File: config.mk
export PLATFORM = sky130hd
export DESIGN_NAME = sass_r
export DESIGN_NICKNAME = d
export VERILOG_FILES = /design/src/rtl/sass_r.sv
export SDC_FILE = /design/constraint.sdc
export NUM_CORES = 1
export LEC_CHECK = 0
export BUFFER_PORTS_ARGS = -buffer_cell sky130_fd_sc_hd__buf_2
export CORE_MARGIN = 8
export CORE_UTILIZATION = 52
export DETAILED_ROUTE_END_ITERATION = 8
export MAX_ROUTING_LAYER = met4
export PLACE_DENSITY = 0.75
export SLEW_MARGIN = 20
export SYNTH_ARGS = -nofsm -noshare
export SYNTH_HDL_FRONTEND = slang
export SYNTH_SLANG_ARGS = --single-unit
File: constraint.sdc
create_clock -name clk -period 1.53 [get_ports clk]
set_clock_uncertainty 0.05 [all_clocks]
set_input_delay 0.0765 -clock clk [delete_from_list [all_inputs] [get_ports clk]]
set_output_delay 0.0765 -clock clk [all_outputs]
set_load 0.02 [all_outputs]
File: src/rtl/sass_r.sv
// SASS serial receiver: 2-flop synchronised line, start-edge detect, centre sampling,
// LSB-first shift-in, one-cycle valid/err strobes on stop-bit check.
module sass_r #(
    parameter int frame_l = 8,
    parameter int t       = 100
) (
    input  logic               clk,
    input  logic               rst,
    input  logic               s,
    output logic [frame_l-1:0] data,
    output logic               valid,
    output logic               err,
    output logic               busy
);

    localparam int cw = $clog2(t);
    localparam int bw = $clog2(frame_l + 1);

    localparam logic [cw-1:0] half_m1  = cw'(t / 2 - 1);
    localparam logic [cw-1:0] full_m1  = cw'(t - 1);
    localparam logic [bw-1:0] last_bit = bw'(frame_l - 1);

    typedef enum logic [1:0] {IDLE, START, DATA, STOP} state_t;

    state_t             state;
    logic               s_meta;
    logic               s_sync;
    logic               s_prev;
    logic [cw-1:0]      cnt;
    logic [bw-1:0]      bit_idx;
    logic [frame_l-1:0] sh;

    always_ff @(posedge clk) begin
        if (!rst) begin
            s_meta  <= 1'b1;
            s_sync  <= 1'b1;
            s_prev  <= 1'b1;
            state   <= IDLE;
            cnt     <= '0;
            bit_idx <= '0;
            sh      <= '0;
            data    <= '0;
            valid   <= 1'b0;
            err     <= 1'b0;
            busy    <= 1'b0;
        end else begin
            s_meta <= s;
            s_sync <= s_meta;
            s_prev <= s_sync;
            valid  <= 1'b0;
            err    <= 1'b0;

            case (state)
                IDLE: begin
                    busy <= 1'b0;
                    cnt  <= '0;
                    // Only a high-to-low transition starts a frame; a line held low never does.
                    if (s_prev && !s_sync) begin
                        state <= START;
                        busy  <= 1'b1;
                    end
                end

                START: begin
                    if (cnt == half_m1) begin
                        cnt     <= '0;
                        bit_idx <= '0;
                        if (!s_sync) begin
                            state <= DATA;
                        end else begin
                            state <= IDLE;
                            busy  <= 1'b0;
                        end
                    end else begin
                        cnt <= cnt + 1'b1;
                    end
                end

                DATA: begin
                    if (cnt == full_m1) begin
                        cnt     <= '0;
                        sh      <= {s_sync, sh[frame_l-1:1]};
                        bit_idx <= bit_idx + 1'b1;
                        if (bit_idx == last_bit) begin
                            state <= STOP;
                        end
                    end else begin
                        cnt <= cnt + 1'b1;
                    end
                end

                STOP: begin
                    // Leaving at mid-stop leaves half a bit to catch a back-to-back start edge.
                    if (cnt == full_m1) begin
                        cnt   <= '0;
                        state <= IDLE;
                        busy  <= 1'b0;
                        if (s_sync) begin
                            data  <= sh;
                            valid <= 1'b1;
                        end else begin
                            err <= 1'b1;
                        end
                    end else begin
                        cnt <= cnt + 1'b1;
                    end
                end

                default: begin
                    state <= IDLE;
                    busy  <= 1'b0;
                end
            endcase
        end
    end

endmodule

# Word-level counts from Yosys, hierarchy flattened
# Cells that the tools add are included.
[op_classes] reduce_logical=12 add_sub_neg=2 n_eq_ne=12 mux=20
[op_table] op="case mux 7 bit (3 select lines)" n=1
[op_table] op="two-way mux 7 bit" n=2
[op_table] op="two-way mux 2 bit" n=6
[op_table] op="inequality test 2 bit (second input constant)" n=6
[op_table] op="AND reduction 3 bit" n=3
[op_table] op="two-way mux 4 bit" n=2
[op_table] op="case mux 2 bit (4 select lines)" n=1
[op_table] op="case mux 4 bit (2 select lines)" n=1
[op_table] op="adder 7 x 1 -> 7 bit (second input constant)" n=1
[op_table] op="equality test 7 x 6 -> 1 bit (second input constant)" n=1
[op_table] op="equality test 7 bit (second input constant)" n=1
[op_table] op="two-way mux 1 bit" n=6
[op_table] op="AND reduction 5 bit" n=1
[op_table] op="adder 4 x 1 -> 4 bit (second input constant)" n=1
[op_table] op="equality test 2 bit (second input constant)" n=2
[op_table] op="equality test 4 x 3 -> 1 bit (second input constant)" n=1
[op_table] op="AND reduction 4 bit" n=1
[op_table] op="case mux 1 bit (3 select lines)" n=1
[op_table] op="nonzero test 3 bit" n=1
[op_table] op="equality test 2 x 1 -> 1 bit (second input constant)" n=1
[op_table] op="logical NOT 2 bit" n=1
[op_table] op="AND reduction 2 bit" n=1
[op_table] op="nonzero test 2 bit" n=1
[op_table] op="OR reduction 2 bit" n=1
[op_table] op="other kinds (2)" n=2
[totals] input_bits=3 out_inout_bits=11 word_cells=57 regBits=35

# Longest topological paths before layout
[depth] ltp_word=4 ltp_mapped=6 ltp_nobuf=5

# Worst setup path after synthesis
# Ideal clock, no wire load.
[synth_path] path_kind="flip-flop to flip-flop" from="register cnt[3]" to="register data[3]" setup_ns=0.130 n_path_buf=3 period_less_slack_ns=1.575 required_ns=1.350 arrival_ns=1.395 slack_ns=-0.045 stages_incl_launch_ff=7 cell_sequence="dfxtp_1 buf_2 or3b_1 clkbuf_1 buf_2 o31ai_1 a21boi_0"
[synth_between] elab_chain_cells=2
[synth_lines] item="from (decl)" line_no="29" source="logic [cw-1:0] cnt;"
[synth_lines] item="from (signal assigned)" line_no="75" source="cnt <= cnt + 1'b1;"
[synth_lines] item="from (signal assigned)" line_no="88" source="cnt <= cnt + 1'b1;"
[synth_lines] item="from (signal assigned)" line_no="105" source="cnt <= cnt + 1'b1;"
[synth_lines] item="equality test 7 bit" line_no="94" source="if (cnt == full_m1) begin"
[synth_lines] item="AND reduction 3 bit (no source line)"
[synth_lines] item="to (signal assigned)" line_no="99" source="data <= sh;"
[synth_lines] item="to (decl)" line_no="10" source="output logic [frame_l-1:0] data,"
# Every way passes these cells.
# A chain may end at the register's enable or synchronous reset.

# Final worst setup path
[layout_path] from="register state[0]" to="register bit_idx[0]"
[layout_between] elab_chain_cells=3 elab_cells_between_ends=7 classes_between="eq/ne (4); mux (1); reduce/logical (2)"
[layout_lines] item="from (decl)" line_no="25" source="state_t state;"
[layout_lines] item="from (signal assigned)" line_no="38" source="state <= IDLE;"
[layout_lines] item="from (signal assigned)" line_no="59" source="state <= START;"
[layout_lines] item="from (signal assigned)" line_no="69" source="state <= DATA;"
[layout_lines] item="equality test 2 bit / equality test 2 x 1 -> 1 bit (equally long branches)" line_no="53" source="case (state)"
[layout_lines] item="inequality test 2 bit (no source line) / nonzero test 2 bit (equally long branches)"
[layout_lines] item="AND reduction 3 bit (no source line)"
[layout_lines] item="to (signal assigned)" line_no="83" source="bit_idx <= bit_idx + 1'b1;"
[layout_lines] item="to (decl)" line_no="30" source="logic [bw-1:0] bit_idx;"
# Parallel ways exist; a longest one is shown, timed or not.

==> impl_metrics.csv <==
group,metric,value,unit
hold_path,hp-class,"input pin to flip-flop",
routing,firstDrtPassIters,4,
sta,hold_viol_final,0,
synthesis,synth_area_leader_cell,"dfxtp_1",
die,start_util,54.3,%
worst_setup_path,cp-startpoint,"state[0]",
global_route,grt_pass1_wl,6490,um
synthesis,yosysSeqAreaShare,42.3,%
placed_design,placed_cell_area,1860,sq um
worst_setup_path,critPathTopFamily,"simple AND/OR/NAND/NOR gates",
sta,finalCritPeriodShare,101,%
synthesis,yosys-top-cells-area,"dfxtp_1, a21oi_1, nand4_1",
power_and_ir_drop,ir_drop,0.000600,V
synthesis,ys.flop_type,"dfxtp_1",
global_route,grt_use_total,16.0,%
placed_design,place.gp.congestion,0.798,
worst_setup_path,start_kind,"flip-flop",
worst_setup_path,crit_path_end_kind,"flip-flop",
worst_setup_path,crit_type,"flip-flop to flip-flop",
synthesis,yosysWarnings,0,
power_and_ir_drop,clkPwrFrac,40.6,%
sta,setup_ws,-9.21,ps
sta,fmax,650,MHz
die,core_area,3050,sq um
worst_setup_path,cp_slowest_cell,"or4b_4",
cells_and_area,antenna_cells,0,
worst_setup_path,cp_cell_sequence,"or4b_4 -> or4_1 -> o21ai_1",
placed_design,dp_cells,243,
flow_run,maxCapViolCount,0,
sta,slew_viol_final,0,
synthesis,ys_ff_latch,35,
synthesis,avgSynthCellArea,9.05,sq um
die,die-width,72.4,um
clock_tree,cts.clk_slew.worst_paths,110,ps
die,dieArea,5250,sq um
die,chipHeight,72.4,um
worst_setup_path,critPathMaxFanout,4,
worst_setup_path,r2r-start,"state[0]",
synthesis,synth_fp_nets,189,
sta,final-setup-viol-count,1,
cells_and_area,multi_input_area,910,sq um
hold_path,hold_path_startpoint,"rst",
power_and_ir_drop,p_comb_share,3.2,%
clock_tree,cts_root_buf,"clkbuf_4",
routing,ant_nets,0,
status,violations,"setup timing",
routing,viasPerCell,5.91,
global_route,grt_pass1_vias,1429,
cells_and_area,final_area,2020,sq um
routing,num_vias,1495,
global_route,antenna_found_initial,0,
clock_tree,clkLatencyLatePin,350,ps
power_and_ir_drop,power_density,812,nW/um^2
cells_and_area,fillers,266,
routing,drt_iter0_drc,175,
cells_and_area,layout.nets,214,
synthesis,synth_async_sr_flop_share,0,%
synthesis,synth_cell_types,43,
cells_and_area,syn_to_final_growth,22.1,%
sta,max-slew-margin-rel,77.6,%
die,ioPinCount,14,
sta,worstMarginPinSlew,335,ps
global_route,overflow,0,
worst_setup_path,arrival,1760,ps
synthesis,syn_inst,183,
synthesis,yosys-top-cells-count,"dfxtp_1, a21oi_1, nand4_1, o21ai_0",
clock_tree,clkSinkCount,35,
clock_tree,numCtsBuffers,5,
global_route,grt_max_degree,18,
cells_and_area,drive_gt1_share,28.7,%
power_and_ir_drop,pwr-share-seq,56.1,%
cells_and_area,ff_latch_area,706,sq um
synthesis,syn_area,1660,sq um
synthesis,netlist.area_leader.share,42.3,%
power_and_ir_drop,switching_share,22.0,%
power_and_ir_drop,leakagePower,0.000693,uW
sta,finalCriticalPeriod,1540,ps
routing,wire_per_inst,15.3,um
placed_design,hpwl,2790,um
status,status,"complete, but fails checks",
power_and_ir_drop,intPower,1280,uW
synthesis,synth-edff-count,0,
clock_tree,cts_tree,"built",
die,rows,20,
power_and_ir_drop,power.switching,362,uW
routing,drt_wl_total,3860,um
worst_setup_path,crit_buf_inv,0,
cells_and_area,stdcell_count,253,
sta,final.setup.tns,-9.21,ps
sta,rsz0062_at_grt,"yes",
placed_design,port_buffers,13,
worst_setup_path,required,1760,ps
clock_tree,htree_num_levels,2,
routing,drc,0,
synthesis,synth.most_common_cell,"dfxtp_1",
worst_setup_path,cp_slowest_stage_delay,570,ps
clock_tree,clockBufferDepth,2,
==> placed cells by master, fill, tap and decap left out, types with 3 or more instances in the layout <==
cell       count
o31ai_1        8
nand2b_1       4
inv_1          4
nand2_1        3
nand4bb_1      3
dfxtp_2        4
dfxtp_1       31
nor2b_1        4
nand3_1        4
o211ai_1       3
mux2i_1        3
nand4_1       16
buf_2         13
a21oi_1       20
nor3_2         3
o21ai_0       15
buf_4         21
or3_1          3
clkbuf_4       5
==> power by group through the flow <==
stage	Combinational, uW	Sequential, uW	Clock [uW]
global route	58.1	924	728
global placement	47.4	942	0
CTS	51.9	922	686
floorplan	29.4	941	0
detailed placement	49.4	943	0
finish	53.2	923	668
==> final timing paths <==
check	end	slack, ps	cells after the start
hold / removal	bit_idx[0]	70	4
setup reg to reg	bit_idx[0]	-9	3
hold reg to reg	s_sync	390	1
setup / recovery	bit_idx[0]	-9	3
==> cells by family (layout without fill, tap and decap cells) <==
logic type,Yosys count,in the layout,synth area share [%]
AO/OA/AOI/OAI,59,59,21.6
XOR/XNOR,3,3,1.59
adder cells (fa/ha/maj),3,3,2.27
buffers and inverters,23,49,6.12
flip-flops,35,35,42.3
multiplexers,3,3,1.81
AND/OR/NAND/NOR,57,57,24.3
==> flip-flops by register name, indices dropped and copies added, names as in the netlist, named ones only <==
| signal | flops |
|---|---|
| s_prev | 1 |
| valid | 1 |
| busy | 1 |
| data | 8 |
| state | 1 |
| sh | 8 |
| bit_idx | 4 |
| err | 1 |
| s_sync | 1 |
| s_meta | 1 |
| cnt | 7 |
==> final cells by class <==
class,instances,area share (%)
Inverter,5,0.928
Clock inverter,3,2.16
Multi-Input combinational cell,125,45.0
Tap cell,44,2.72
Timing Repair Buffer,36,12.5
Clock buffer,5,1.86
Sequential cell,35,34.9
==> per-layer routing <==
metal	up-vias	wire, um	track usage [%]
met5	-	0	-
li1	743	-	-
met3	8	166	4.41
met1	707	1620	17.0
met4	0	74	8.89
met2	37	2000	26.3
==> per-stage QoR <==
step / util (%) / setup WS, ps / power, uW / hold WS (ps)
floorplan: - / -4.05 / 971 / 99.5
global placement: 61.1 / 58.8 / 990 / 214
detailed placement: 61.1 / -53.2 / 992 / 236
CTS: 64.5 / -3.73 / 1660 / 38.4
global route: 66.3 / -35.3 / 1710 / 54.7
finish: 66.3 / -9.21 / 1640 / 65.1
==> worst min-delay path, delay by kind of cell <==
family,cells,cell delay [ps]
and+or+nand+nor,1,110
AOI/OAI and AO/OA,1,60
buffers and inverters,2,170
==> what timing repair did <==
action	4_1_cts	5_1_grt
gates resized for setup	3	12
hold buffers	1	0
hold endpoints to repair	1	0
pin swaps	0	1
setup endpoints to repair	7	21
buffers inserted	1	0
Power figures use the tool's default switching activity.
